### src/rtl/ternary_mult_ctrl.sv
// Sequences 8 load/issue steps into a ternary MAC datapath, then drains 8 result bytes.
// Optional build macro TERNARY_CHECK_EN: flags (sticky err) and zeroes illegal 2'b11 weights.
module ternary_mult_ctrl (
  input  logic        clk,
  input  logic        rst,
  input  logic        start,
  input  logic        in_valid,
  output logic        in_ready,
  input  logic [7:0]  in_data,
  output logic        out_valid,
  input  logic        out_ready,
  output logic [7:0]  out_data,
  output logic [2:0]  row,
  output logic        en,
  output logic [15:0] vec_in,
  output logic [31:0] w_out,
  input  logic [7:0]  vec_out,
  output logic        busy,
  output logic        done,
  output logic        err
);

  typedef enum logic [2:0] {
    IDLE, LOAD, ISSUE, CAPTURE, WAIT, DRAIN
  } state_t;

  state_t      state_q, state_d;
  logic [2:0]  step_q, step_d;
  logic [2:0]  bcnt_q, bcnt_d;
  logic [2:0]  k_q, k_d;
  logic [2:0]  row_q;
  logic [7:0]  a_q, a_d;
  logic [7:0]  b_q, b_d;
  logic [31:0] w_q, w_d;
  logic [31:0] w_eff;
  logic        done_q, done_d;
  logic        in_hs, out_hs;

`ifdef TERNARY_CHECK_EN
  logic [31:0] ill;
  logic        err_q;

  // low bit of every 2'b11 field, widened to cover both bits
  assign ill   = w_q & (w_q >> 1) & 32'h5555_5555;
  assign w_eff = w_q & ~(ill | (ill << 1));
  assign err   = err_q;

  always_ff @(posedge clk) begin
    if (rst) begin
      err_q <= 1'b0;
    end else if (in_hs && bcnt_q >= 3'd2 &&
                 |(in_data & (in_data >> 1) & 8'h55)) begin
      err_q <= 1'b1;
    end
  end
`else
  assign w_eff = w_q;
  assign err   = 1'b0;
`endif

  always_comb begin
    state_d   = state_q;
    step_d    = step_q;
    bcnt_d    = bcnt_q;
    k_d       = k_q;
    a_d       = a_q;
    b_d       = b_q;
    w_d       = w_q;
    done_d    = 1'b0;
    in_ready  = (state_q == LOAD);
    out_valid = (state_q == DRAIN);
    out_data  = 8'h00;
    en        = 1'b0;
    vec_in    = 16'h0000;
    w_out     = 32'h0000_0000;
    row       = row_q;
    in_hs     = in_ready & in_valid;
    out_hs    = out_valid & out_ready;

    unique case (state_q)
      IDLE: begin
        row = 3'd0;
        if (start) state_d = LOAD;
      end
      LOAD: begin
        if (in_hs) begin
          unique case (bcnt_q)
            3'd0:    a_d = in_data;
            3'd1:    b_d = in_data;
            3'd2:    w_d[7:0]   = in_data;
            3'd3:    w_d[15:8]  = in_data;
            3'd4:    w_d[23:16] = in_data;
            3'd5:    w_d[31:24] = in_data;
            default: ;
          endcase
          if (bcnt_q == 3'd5) begin
            bcnt_d  = 3'd0;
            state_d = ISSUE;
          end else begin
            bcnt_d = bcnt_q + 3'd1;
          end
        end
      end
      ISSUE: begin
        row     = step_q;
        vec_in  = {a_q, b_q};
        w_out   = w_eff;
        step_d  = step_q + 3'd1;
        state_d = (step_q == 3'd7) ? CAPTURE : LOAD;
      end
      CAPTURE: begin
        row     = 3'd0;
        en      = 1'b1;
        state_d = WAIT;
      end
      WAIT: begin
        row     = 3'd0;
        state_d = DRAIN;
      end
      DRAIN: begin
        row      = k_q;
        out_data = vec_out;
        if (out_hs) begin
          k_d = k_q + 3'd1;
          if (k_q == 3'd7) begin
            done_d  = 1'b1;
            state_d = IDLE;
          end
        end
      end
      default: state_d = IDLE;
    endcase
  end

  always_ff @(posedge clk) begin
    if (rst) begin
      state_q <= IDLE;
      step_q  <= 3'd0;
      bcnt_q  <= 3'd0;
      k_q     <= 3'd0;
      row_q   <= 3'd0;
      a_q     <= 8'h00;
      b_q     <= 8'h00;
      w_q     <= 32'h0000_0000;
      done_q  <= 1'b0;
    end else begin
      state_q <= state_d;
      step_q  <= step_d;
      bcnt_q  <= bcnt_d;
      k_q     <= k_d;
      row_q   <= row;
      a_q     <= a_d;
      b_q     <= b_d;
      w_q     <= w_d;
      done_q  <= done_d;
    end
  end

  assign busy = (state_q != IDLE);
  assign done = done_q;

endmodule

### config.mk
export PLATFORM = sky130hd
export DESIGN_NAME = ternary_mult_ctrl
export DESIGN_NICKNAME = d
export VERILOG_FILES = /design/src/rtl/ternary_mult_ctrl.sv
export SDC_FILE = /design/constraint.sdc
export NUM_CORES = 1
export LEC_CHECK = 0
export CAP_MARGIN = 20
export CORE_ASPECT_RATIO = 0.5
export CORE_MARGIN = 4
export CORE_UTILIZATION = 52
export DETAILED_ROUTE_END_ITERATION = 7
export PLACE_DENSITY = 0.85
export REMOVE_ABC_BUFFERS = 1
export SLEW_MARGIN = 20
export SYNTH_ARGS = -nofsm -noshare
export SYNTH_HDL_FRONTEND = slang
export SYNTH_SLANG_ARGS = --single-unit
### constraint.sdc
create_clock -name clk -period 4 [get_ports clk]
set_input_delay 0.6 -clock clk [delete_from_list [all_inputs] [get_ports clk]]
set_output_delay 0.6 -clock clk [all_outputs]
set_load 0.01 [all_outputs]
; Word-level counts from Yosys, hierarchy flattened
; Cells that the tools add are included.
[word_totals]
regBits = 64
inputBits = 21
output_inout_bits = 65
[op_classes]
n_addsub = 3
eq_ne = 17
muxes = 14
bitwise = 4
n_reduce_logical = 14
[op_table]
columns = cell, n
row1 = $mux W32, 1
row2 = $eq A3 B3 Y1 const B, 6
row3 = $mux W3, 6
row4 = $pmux W3 S6, 1
row5 = $reduce_and A3 Y1, 6
row6 = $mux W16, 1
row7 = $eq A3 B2 Y1 const B, 4
row8 = $add A3 B1 Y3 const B, 3
row9 = $pmux W3 S3, 1
row10 = $mux W8, 1
row11 = $ne A2 B1 Y1 const B, 4
row12 = $eq A3 B1 Y1 const B, 2
row13 = $logic_not A3 Y1, 2
row14 = $reduce_or A3 Y1, 2
row15 = $reduce_and A5 Y1, 1
row16 = $reduce_and A2 Y1, 2
row17 = $reduce_bool A3 Y1, 1
row18 = $and A1 B1 Y1, 2
row19 = $mux W1, 2
row20 = $mux W2, 1
row21 = $ne A2 B2 Y1 const B, 1
row22 = $not A1 Y1, 2

; Longest topological paths before layout
; Gate-level depths: netlist of the first run.
[depth]
ltp_word = 4
mapped_depth = 5
ltp_nobuf = 4

; Least setup slack after synthesis of the first run
; OpenSTA, ideal clock, no wires.
[synth_timing]
path_kind = register to output
from = reg state_q[2]
to = out vec_in[0]
arrival_time_ns = 1.187
path_slack_ns = 2.213
path_stages_with_launch = 5
cell_sequence = dfxtp_1 -> buf_4 -> nor3b_4 -> clkbuf_1 -> and2_1
[synth_via]
elab_chain_cells = 2
[synth_rtl]
columns = item, line_no
row1 = "start, declared", 27  ; state_t state_q, state_d;
row2 = "start signal, assigned", 147  ; state_q <= state_d;
row3 = $eq A3 B2 Y1, 80  ; unique case (state_q)
row4 = $mux W16, 80
row5 = "end, declared", 15  ; output logic [15:0] vec_in,
; Every way passes these cells.

; Worst setup path after layout of the first run
[layout_timing]
from = reg state_q[0]
to = out row[2]
[layout_via]
elab_chain_cells = 3
[layout_rtl]
columns = item, line_no
row1 = $eq A3 B3 Y1 (tied with other cells), 80
row2 = $reduce_or A3 Y1 (no source line), n/a
row3 = $pmux W3 S3 *, 80
row4 = "end, declared", 13  ; output logic [2:0] row,
; Mark *: on every way between the ends. The rest lies on a longest branch, timed or not.

==> flow_summary.ini, run 1 <==
[synthesis]
syn_area_per_cell_um2 = 9.76
synth_fa_ha_area_share_pct = 1.99
ys_ff_latch = 64
synth.distinct_cells = 41
synth_edf_count = 0
synth_warnings = 0
synthMuxAreaShare_pct = 16.6
synth_top_family_by_area = simple AND/OR/NAND/NOR gates
synth_cells = 322
synthFlopType = dfxtp_1
yosys.area_share.simple_pct = 30.6
async_flop_share_pct = 0
synth_compound_area_share_pct = 5.26
synth_xor_area_share_pct = 0.558
seq_area_frac_synth_pct = 40.8
syn-cell-area_um2 = 3140

[global_routing]
grt_max_degree = 53
grt-ovfl-total = 0
grt_pass1_vias = 2539
grtUsageTotal_pct = 20.9
grt_antenna_before_repair = 0
grt_pass1_wl_um = 12600

[cts]
cts_tree = yes
clockBufferDepth = 2
clk_pin_slew_ns = 0.06
post_cts_resized = 0
ctsHoldBuffers = 0
cts_max_level = 3
cts-buffers-inserted = 9
root_buffer = clkbuf_16
post-cts-setup-buffers = 0
cts_sinks = 64
insertion_delay_ns = 0.33

[floorplanning]
core_um2 = 5660
start_util_pct = 55.5
dieArea_um2 = 7430
dieWidth_um = 118
fp.dieH_um = 63.0
pin_count = 86
rows = 19

[routing]
routedWlPerCell_um = 16.1
drc = 0
viasPerCell = 5.25
drt_first_iter_violations = 175
drt-pass1-iter-count = 4
vias = 2496
detail-route-antenna-nets = 0
postRouteWirelength_um = 7660

[layout]
nNetsFinal = 423
layout_common_cells = 83 x clkdlybuf4s50_1, 64 x dfxtp_1, 57 x nand2b_1
final_common_cell = clkdlybuf4s50_1
drive_gt1_share_pct = 7.46
instances_no_fill = 475
fill_cells = 416
antenna_cells = 0
area_growth_pct = 37.0

[sta]
fmax_mhz = 307
report.final.slew_viol_count = 0
final.setup_skew_ns = 0.00692
min_period_ns = 3.26
tightest_slew_ns = 0.925
setup_viol = 0
setup_tns_ns = 0
rsz0062_at_grt = no
slew_headroom_pct = 38.3
finalCritPeriodShare_pct = 81.5
hold_violations = 0

[worst_setup_path]
start_kind = flip-flop
worstSetupPathType = reg2out
critPathArrivalTime_ns = 2.66
crit_fanout = 12
required_ns = 3.40
end_kind = output port

[power]
pwr-share-clk_pct = 53.8
p_comb_share_pct = 5.1
p_per_area_nw_per_um2 = 367
seq_power_share_pct = 41.1
p_leak_nw = 1.87
peakVddDrop_mv = 0.182
switching_share_pct = 21.0
p_sw_w = 0.000332
internal-power_w = 0.00125

[placement]
port-buffer-count = 84
routabilityCongestion = 0.712
dp_hpwl_um = 5170
dp_cells = 458

[run]
drv_cap = 0

[outcome]
status = finished, final reports clean

[worst_hold_path]
worstHoldPathType = reg2reg
power by group through the flow:
stage	combinational, W	clock [W]	sequential (W)
after CTS	0.0000813	0.000857	0.000650
after floorplan	0.0000386	0	0.000662
after global routing	0.0000865	0.000889	0.000651
after global placement	0.0000775	0	0.000663
after detailed placement	0.0000808	0	0.000663
final	0.0000809	0.000851	0.000650
flip-flops by register name, summed over array words and instances, names as in the netlist:
register and count:
step_q 3, k_q 3, bcnt_q 3, a_q 8
w_eff 32, done 1, state_q 3, row_q 3
b_q 8
worst max-delay path, cell delays in order (launching register included):
cell             delay [ns]
dfxtp_1                0.52
nor2b_1                0.63
clkbuf_2               0.31
a221oi_1               0.14
a21oi_1                0.18
clkdlybuf4s50_1        0.56
stage by stage:
stage	instance area [µm²]	util, %	power (W)	worst slack (ns)	hold slack (ns)
3_3_place_gp	3970	70.2	0.000740	1.12	0.456
5_1_grt	4310	76.1	0.00163	0.581	0.490
6_report	4310	76.1	0.00158	0.741	0.473
3_5_place_dp	3970	70.2	0.000744	0.961	0.461
4_1_cts	4310	76.1	0.00159	0.606	0.473
2_1_floorplan	3020	-	0.000701	1.75	0.443
logic make-up after synthesis:
kind of cell             after synthesis
buffers and inverters                 26
flip-flops                            64
multiplexers                          52
XOR/XNOR                               2
adder cells (fa/ha/maj)                5
AND/OR/NAND/NOR                      148
AO/OA/AOI/OAI                         24
other                                  1
worst paths after layout:
| check | from | to | slack [ns] | cells past startpoint |
|---|---|---|---|---|
| setup / recovery | state_q[0]$_SDFFE_PP0P_ | row[2] | 0.74 | 5 |
| hold / removal | w_eff[6]$_SDFFE_PP0P_ | w_eff[6]$_SDFFE_PP0P_ | 0.47 | 2 |
| setup reg to reg | state_q[0]$_SDFFE_PP0P_ | b_q[2]$_SDFFE_PP0P_ | 1.64 | 4 |
| hold reg to reg | w_eff[6]$_SDFFE_PP0P_ | w_eff[6]$_SDFFE_PP0P_ | 0.47 | 2 |
layout make-up:
type	instances	area, µm²	share of cell area [%]
flip-flops and latches	64	1280	29.8
clock buffers	10	239	5.55
repair buffers	88	863	20.1
inverters	2	7.51	0.174
clock inverters	6	92.6	2.15
multi-input cells	232	1730	40.2
well taps	73	91.3	2.12
Yosys cell counts (2+ instances only):
library cell	number	area share, %
a211oi_1	3	0.72
a21oi_1	7	1.1
a221oi_1	3	0.84
a22oi_1	3	0.72
a31oi_1	2	0.40
and2_1	50	10
and3_1	9	1.8
buf_2	5	0.80
buf_4	5	1.2
clkbuf_1	13	1.6
dfxtp_1	64	41
ha_1	5	2.0
inv_1	2	0.24
mux2i_1	52	17
nand2_1	6	0.72
nand2b_1	57	11
nor2_1	9	1.1
nor2b_1	2	0.40
nor3b_2	2	0.80
o21ai_0	2	0.32
routing by layer:
metal / vias up / track usage [%] / share of wire (%)
met5: - / 0 / 0
met4: 0 / 7.01 / 1.2
met3: 10 / 6.15 / 4.3
met2: 61 / 36.9 / 49
met1: 1196 / 24.5 / 46
li1: 1229 / - / -
No activity file was read; power rests on OpenSTA's default activity.
==> inputs of run 2 (changes only) <==
--- a/config.mk
+++ b/config.mk
@@ -8,9 +8,9 @@
 export CAP_MARGIN = 20
 export CORE_ASPECT_RATIO = 0.5
 export CORE_MARGIN = 4
-export CORE_UTILIZATION = 52
+export CORE_UTILIZATION = 44
 export DETAILED_ROUTE_END_ITERATION = 7
-export PLACE_DENSITY = 0.85
+export PLACE_DENSITY = 0.77
 export REMOVE_ABC_BUFFERS = 1
 export SLEW_MARGIN = 20
 export SYNTH_ARGS = -nofsm -noshare
==> constraint.sdc (replaced) <==
create_clock -name clk -period 2.7 [get_ports clk]
set_input_delay 0.405 -clock clk [delete_from_list [all_inputs] [get_ports clk]]
set_output_delay 0.405 -clock clk [all_outputs]
set_load 0.01 [all_outputs]
==> run 2 against run 1 <==
  * Critical path depth fell by 1
  * Global-route usage down 2.7 points
  * Hold slack got worse by 0.0036 ns
  * Critical path type unchanged
  * Cell count rose by 4.6%
  * Critical endpoint is now w_out[1]
  * Routed wire length is 0.55% lower
==> flow_summary.ini, run 2 (synthesis gave the netlist of run 1 again) <==
[routing]
drt-pass1-iter-count = 6
drt_first_iter_violations = 169
detail-route-antenna-nets = 0
drc = 0
viasPerCell = 5.01
vias = 2488
routedWlPerCell_um = 15.3
postRouteWirelength_um = 7620

[cts]
insertion_delay_ns = 0.32
post-cts-setup-buffers = 0
root_buffer = clkbuf_16
cts_tree = yes
cts-buffers-inserted = 9
clockBufferDepth = 2
cts_max_level = 3
clk_pin_slew_ns = 0.06
cts_sinks = 64

[worst_setup_path]
path_buf_inv = 2
cp_top_family = buffers and inverters
critPathArrivalTime_ns = 2.14
cp_slowest_cell = clkdlybuf4s50_1
required_ns = 2.30
start_kind = flip-flop
worstSetupPathType = reg2out
end_kind = output port
crit_fanout = 49
crit_chain = nor3b_4 > buf_4 > and2_1 > clkdlybuf4s50_1
cp_slowest_stage_delay_ns = 0.54

[layout]
largest_reg_flops = 32
nNetsFinal = 426
multi_input_area_um2 = 1730
drive_gt1_share_pct = 8.64
regArea_um2 = 1280
fill_cells = 551
final_common_cell = clkdlybuf4s50_1
final_util_pct = 63.4
layout_common_cells = 84 x clkdlybuf4s50_1, 62 x dfxtp_1, 57 x nand2b_1
area_growth_pct = 37.4
antenna_cells = 0

[sta]
fmax_mhz = 392
setup_viol = 0
rsz0062_at_grt = no
finalCritPeriodShare_pct = 94.4
slew_headroom_pct = 61.7
finalWorstSetupSlack_ns = 0.150
hold_violations = 0
min_period_ns = 2.55
final.setup_skew_ns = 0.00809
tightest_slew_ns = 0.575
setup_tns_ns = 0
report.final.slew_viol_count = 0

[placement]
dp_hpwl_um = 5350
port-buffer-count = 84
post-place-ws_ns = 0.345
routabilityCongestion = 0.790

[power]
p_per_area_nw_per_um2 = 500
peakVddDrop_mv = 0.322
p_leak_nw = 1.86

[floorplanning]
dieWidth_um = 128
pin_count = 86
dieArea_um2 = 8640
rows = 21
core_um2 = 6810
fp.dieH_um = 67.8
start_util_pct = 46.2

[global_routing]
grtUsageTotal_pct = 18.2
grt_antenna_before_repair = 0
grt_pass1_wl_um = 12500
grt_max_degree = 53
grt-ovfl-total = 0
grt_pass1_vias = 2589

[worst_hold_path]
worstHoldPathType = reg2reg

[run]
drv_cap = 0

[outcome]
status = finished, final reports clean
## run 2: cell count changes in the layout (fill, tap and decap cells not counted), moves of 2 or more
cell and delta:
dfxtp_2 +2, clkinvlp_4 +2, dfxtp_1 -2, buf_4 +4, bufinv_16 -2, clkinv_4 -2
## run 2: repair_timing
action	in CTS	in global routing
gates resized for setup	0	3
hold buffers	0	0
setup endpoints to repair	4	60
pin swaps	0	0
## run 2: through the flow
step | power (W) | cells | hold WS (ns) | area, µm²
after floorplan | 0.00104 | 298 | 0.443 | 3020
after CTS | 0.00217 | 497 | 0.471 | 4310
after global routing | 0.00222 | 497 | 0.484 | 4320
after global placement | 0.00110 | 481 | 0.456 | 4030
after detailed placement | 0.00110 | 481 | 0.460 | 4030
final | 0.00216 | 497 | 0.469 | 4320
## run 2: power breakdown
part | internal [W] | leakage (nW) | switching, W | total, W
combinational | 0.0000635 | 1.21 | 0.0000578 | 0.000121
sequential | 0.000955 | 0.517 | 0.00000871 | 0.000963
clock | 0.000646 | 0.127 | 0.000425 | 0.00107
total | 0.00166 | 1.86 | 0.000491 | 0.00216
## run 2: final timing paths
kind	from	to	depth (start not counted)	slack, ns
max reg2reg	state_q[0]$_SDFFE_PP0P_	b_q[2]$_SDFFE_PP0P_	4	0.79
max	state_q[1]$_SDFFE_PP0P_	w_out[1]	4	0.15
min	a_q[4]$_SDFFE_PP0P_	a_q[4]$_SDFFE_PP0P_	2	0.47
min reg2reg	a_q[4]$_SDFFE_PP0P_	a_q[4]$_SDFFE_PP0P_	2	0.47
## run 2: routing by layer
layer / vias up / routed length (µm) / global-route usage [%]
met3: 13 / 309 / 4.74
met5: - / 0 / 0
met1: 1179 / 3350 / 20.9
met2: 62 / 3860 / 33.8
met4: 0 / 91 / 5.48
li1: 1234 / - / -
## run 2: final cells by class
| cell class | count | share of cell area (%) |
|---|---|---|
| clock buffers | 10 | 5.54 |
| clock inverters | 6 | 1.01 |
| inverters | 2 | 0.174 |
| multi-input cells | 232 | 40.2 |
| flip-flops and latches | 64 | 29.7 |
| well taps | 92 | 2.67 |
| repair buffers | 91 | 20.7 |
## run 2: worst reg2reg max path, delay by kind of cell, from the launching register on
family,cells,cell delay (ns)
buffers and inverters,1,0.24
flip-flops,1,0.44
multiplexers,1,0.27
AND/OR/NAND/NOR,2,0.88
==> inputs of run 3 (changes only) <==
--- a/config.mk
+++ b/config.mk
@@ -6,12 +6,12 @@
 export NUM_CORES = 1
 export LEC_CHECK = 0
 export CAP_MARGIN = 20
-export CORE_ASPECT_RATIO = 0.5
 export CORE_MARGIN = 4
 export CORE_UTILIZATION = 44
 export DETAILED_ROUTE_END_ITERATION = 7
 export PLACE_DENSITY = 0.77
 export REMOVE_ABC_BUFFERS = 1
+export SKIP_LAST_GASP = 1
 export SLEW_MARGIN = 20
 export SYNTH_ARGS = -nofsm -noshare
 export SYNTH_HDL_FRONTEND = slang
==> constraint.sdc (replaced) <==
create_clock -name clk -period 2.7 [get_ports clk]
set_input_delay 0.405 -clock clk [delete_from_list [all_inputs] [get_ports clk]]
set_output_delay 0.405 -clock clk [all_outputs]
set_load 0.1 [all_outputs]
==> run 3 against run 2 <==
  * First-iteration DRC count decreased by 37%
  * Maximum frequency rose by 2.3%
  * Final area increased by 12%
  * Non-clock buffer count down 2
  * Utilization rose by 6.7 points
  * Critical path depth stayed put
  * Global-route usage is 0.54 points lower
  * Via count shrank 2.3%
==> flow_summary.ini, run 3 (synthesis gave the netlist of run 1 again) <==
[outcome]
status = finished, final reports clean

[sta]
rsz0062_at_grt = no
report.final.slew_viol_count = 0
setup_viol = 0
fmax_mhz = 401
setup_tns_ns = 0
hold_violations = 0
min_period_ns = 2.49
finalCritPeriodShare_pct = 92.3
final.setup_skew_ns = 0.00762

[routing]
drc = 0
routedWlPerCell_um = 14.5
viasPerCell = 4.87
drt_first_iter_violations = 106
postRouteWirelength_um = 7240
vias = 2430
drt-pass1-iter-count = 4
detail-route-antenna-nets = 0

[worst_setup_path]
reg2reg_depth = 4
worstSetupPathType = reg2out
start_kind = flip-flop
end_kind = output port
cp_slowest_cell = dfxtp_1
cp_slowest_stage_delay_ns = 0.56
reg2reg_to = b_q[2]$_SDFFE_PP0P_
crit_fanout = 12
crit_chain = nor2b_1 > a22oi_1 > a21oi_1 > buf_12
required_ns = 2.30
r2r_start = state_q[0]$_SDFFE_PP0P_
r2r_setup_slack_ns = 0.66
critPathArrivalTime_ns = 2.09

[global_routing]
grt_max_degree = 53
grt_pass1_vias = 2432
grt-ovfl-total = 0
grt_antenna_before_repair = 0
met3_usage_pct = 3.57
top_usage_layer = met2
met1_usage_pct = 22.2
grtUsageTotal_pct = 17.6
grtUsageMet2_pct = 29.3
grt_pass1_wl_um = 12000

[placement]
port-buffer-count = 84
dp_hpwl_um = 5050
routabilityCongestion = 0.705
dpl_cell_area_um2 = 4620

[layout]
design_area_um2 = 4810
regArea_um2 = 1280
nNetsFinal = 424
fill_cells = 505
drive_gt1_share_pct = 23.1
layout_common_cells = 64 x dfxtp_1, 61 x buf_12, 57 x nand2b_1
antenna_cells = 0
multi_input_area_um2 = 1730
largest_reg_flops = 32
final_common_cell = dfxtp_1
area_growth_pct = 53.2

[worst_hold_path]
hold_depth = 2
hp-start = w_eff[1]$_SDFFE_PP0P_
hold_path_end = w_eff[1]$_SDFFE_PP0P_
worstHoldPathType = reg2reg

[floorplanning]
pin_count = 86
fp.dieH_um = 92.5
core_um2 = 6870
start_util_pct = 45.7
dieWidth_um = 92.5
dieArea_um2 = 8560
rows = 30

[power]
pwr-share-clk_pct = 42.7
switching_share_pct = 22.6
p_leak_nw = 2.12
p_per_area_nw_per_um2 = 400
p_sw_w = 0.000435
internal-power_w = 0.00149
seq_power_share_pct = 50.0
p_comb_share_pct = 7.3
peakVddDrop_mv = 0.274

[cts]
cts-buffers-inserted = 9
post_cts_resized = 0
ctsHoldBuffers = 0
clockBufferDepth = 2
clk_pin_slew_ns = 0.06
cts_max_level = 3
post-cts-setup-buffers = 0
cts_sinks = 64
root_buffer = clkbuf_8
cts_tree = yes
insertion_delay_ns = 0.33

[run]
drv_cap = 0
run 3: cell count changes in the layout (fill, tap and decap cells not counted), moves of 4 or more:
cell,before,now
clkdlybuf4s50_1,84,19
buf_12,0,61
clkbuf_8,1,11
clkbuf_16,9,0
clkinvlp_4,4,0
run 3: worst max path at each step:
| stage | from | end | slack [ns] |
|---|---|---|---|
| floorplan | state_q[0]$_SDFFE_PP0P_ | row[0] | -0.56 |
| global route | state_q[0]$_SDFFE_PP0P_ | row[1] | 0.05 |
| CTS | state_q[0]$_SDFFE_PP0P_ | row[1] | 0.19 |
| finish | state_q[0]$_SDFFE_PP0P_ | row[1] | 0.21 |
| global placement | state_q[1]$_SDFFE_PP0P_ | vec_in[4] | 0.64 |
| detailed placement | state_q[0]$_SDFFE_PP0P_ | row[1] | 0.60 |
run 3: power by group through the flow:
| stage | Clock, W | Sequential [W] | Combinational [W] |
|---|---|---|---|
| after floorplan | 0 | 0.000981 | 0.0000804 |
| after global placement | 0 | 0.000983 | 0.000140 |
| after detailed placement | 0 | 0.000983 | 0.000142 |
| after CTS | 0.000835 | 0.000962 | 0.000143 |
| after global routing | 0.000889 | 0.000963 | 0.000151 |
| final | 0.000822 | 0.000962 | 0.000141 |
run 3: worst max-delay path: cells and delay by family (launching register included):
family                 cells  cell delay [ns]
AOI/OAI and AO/OA          2             0.51
and+or+nand+nor            1             0.48
buffers and inverters      1             0.22
DFF                        1             0.56
run 3: cell type report:
cell class / instances / area share, %
Clock buffer: 13 / 3.30
Multi-Input combinational cell: 232 / 35.9
Clock inverter: 3 / 0.832
Tap cell: 96 / 2.49
Sequential cell: 64 / 26.6
Inverter: 2 / 0.156
Timing Repair Buffer: 89 / 30.7
run 3: through the flow:
step           utilization [%]  power (W)  setup WS [ns]  hold slack, ns  instances
5_1_grt                   70.1    0.00200         0.0471           0.498        499
3_3_place_gp              67.2    0.00112          0.640           0.454        483
4_1_cts                   70.1    0.00194          0.187           0.475        499
3_5_place_dp              67.2    0.00113          0.603           0.464        483
2_1_floorplan                -    0.00106         -0.560           0.443        298
6_report                  70.1    0.00193          0.207           0.473        499
run 3: per-layer routing:
metal	part of all wire (%)	routed length, µm	up-vias
met5	0	0	-
met4	1.7	125	0
met3	4.6	332	9
met2	50	3580	57
met1	44	3200	1136
li1	-	-	1228
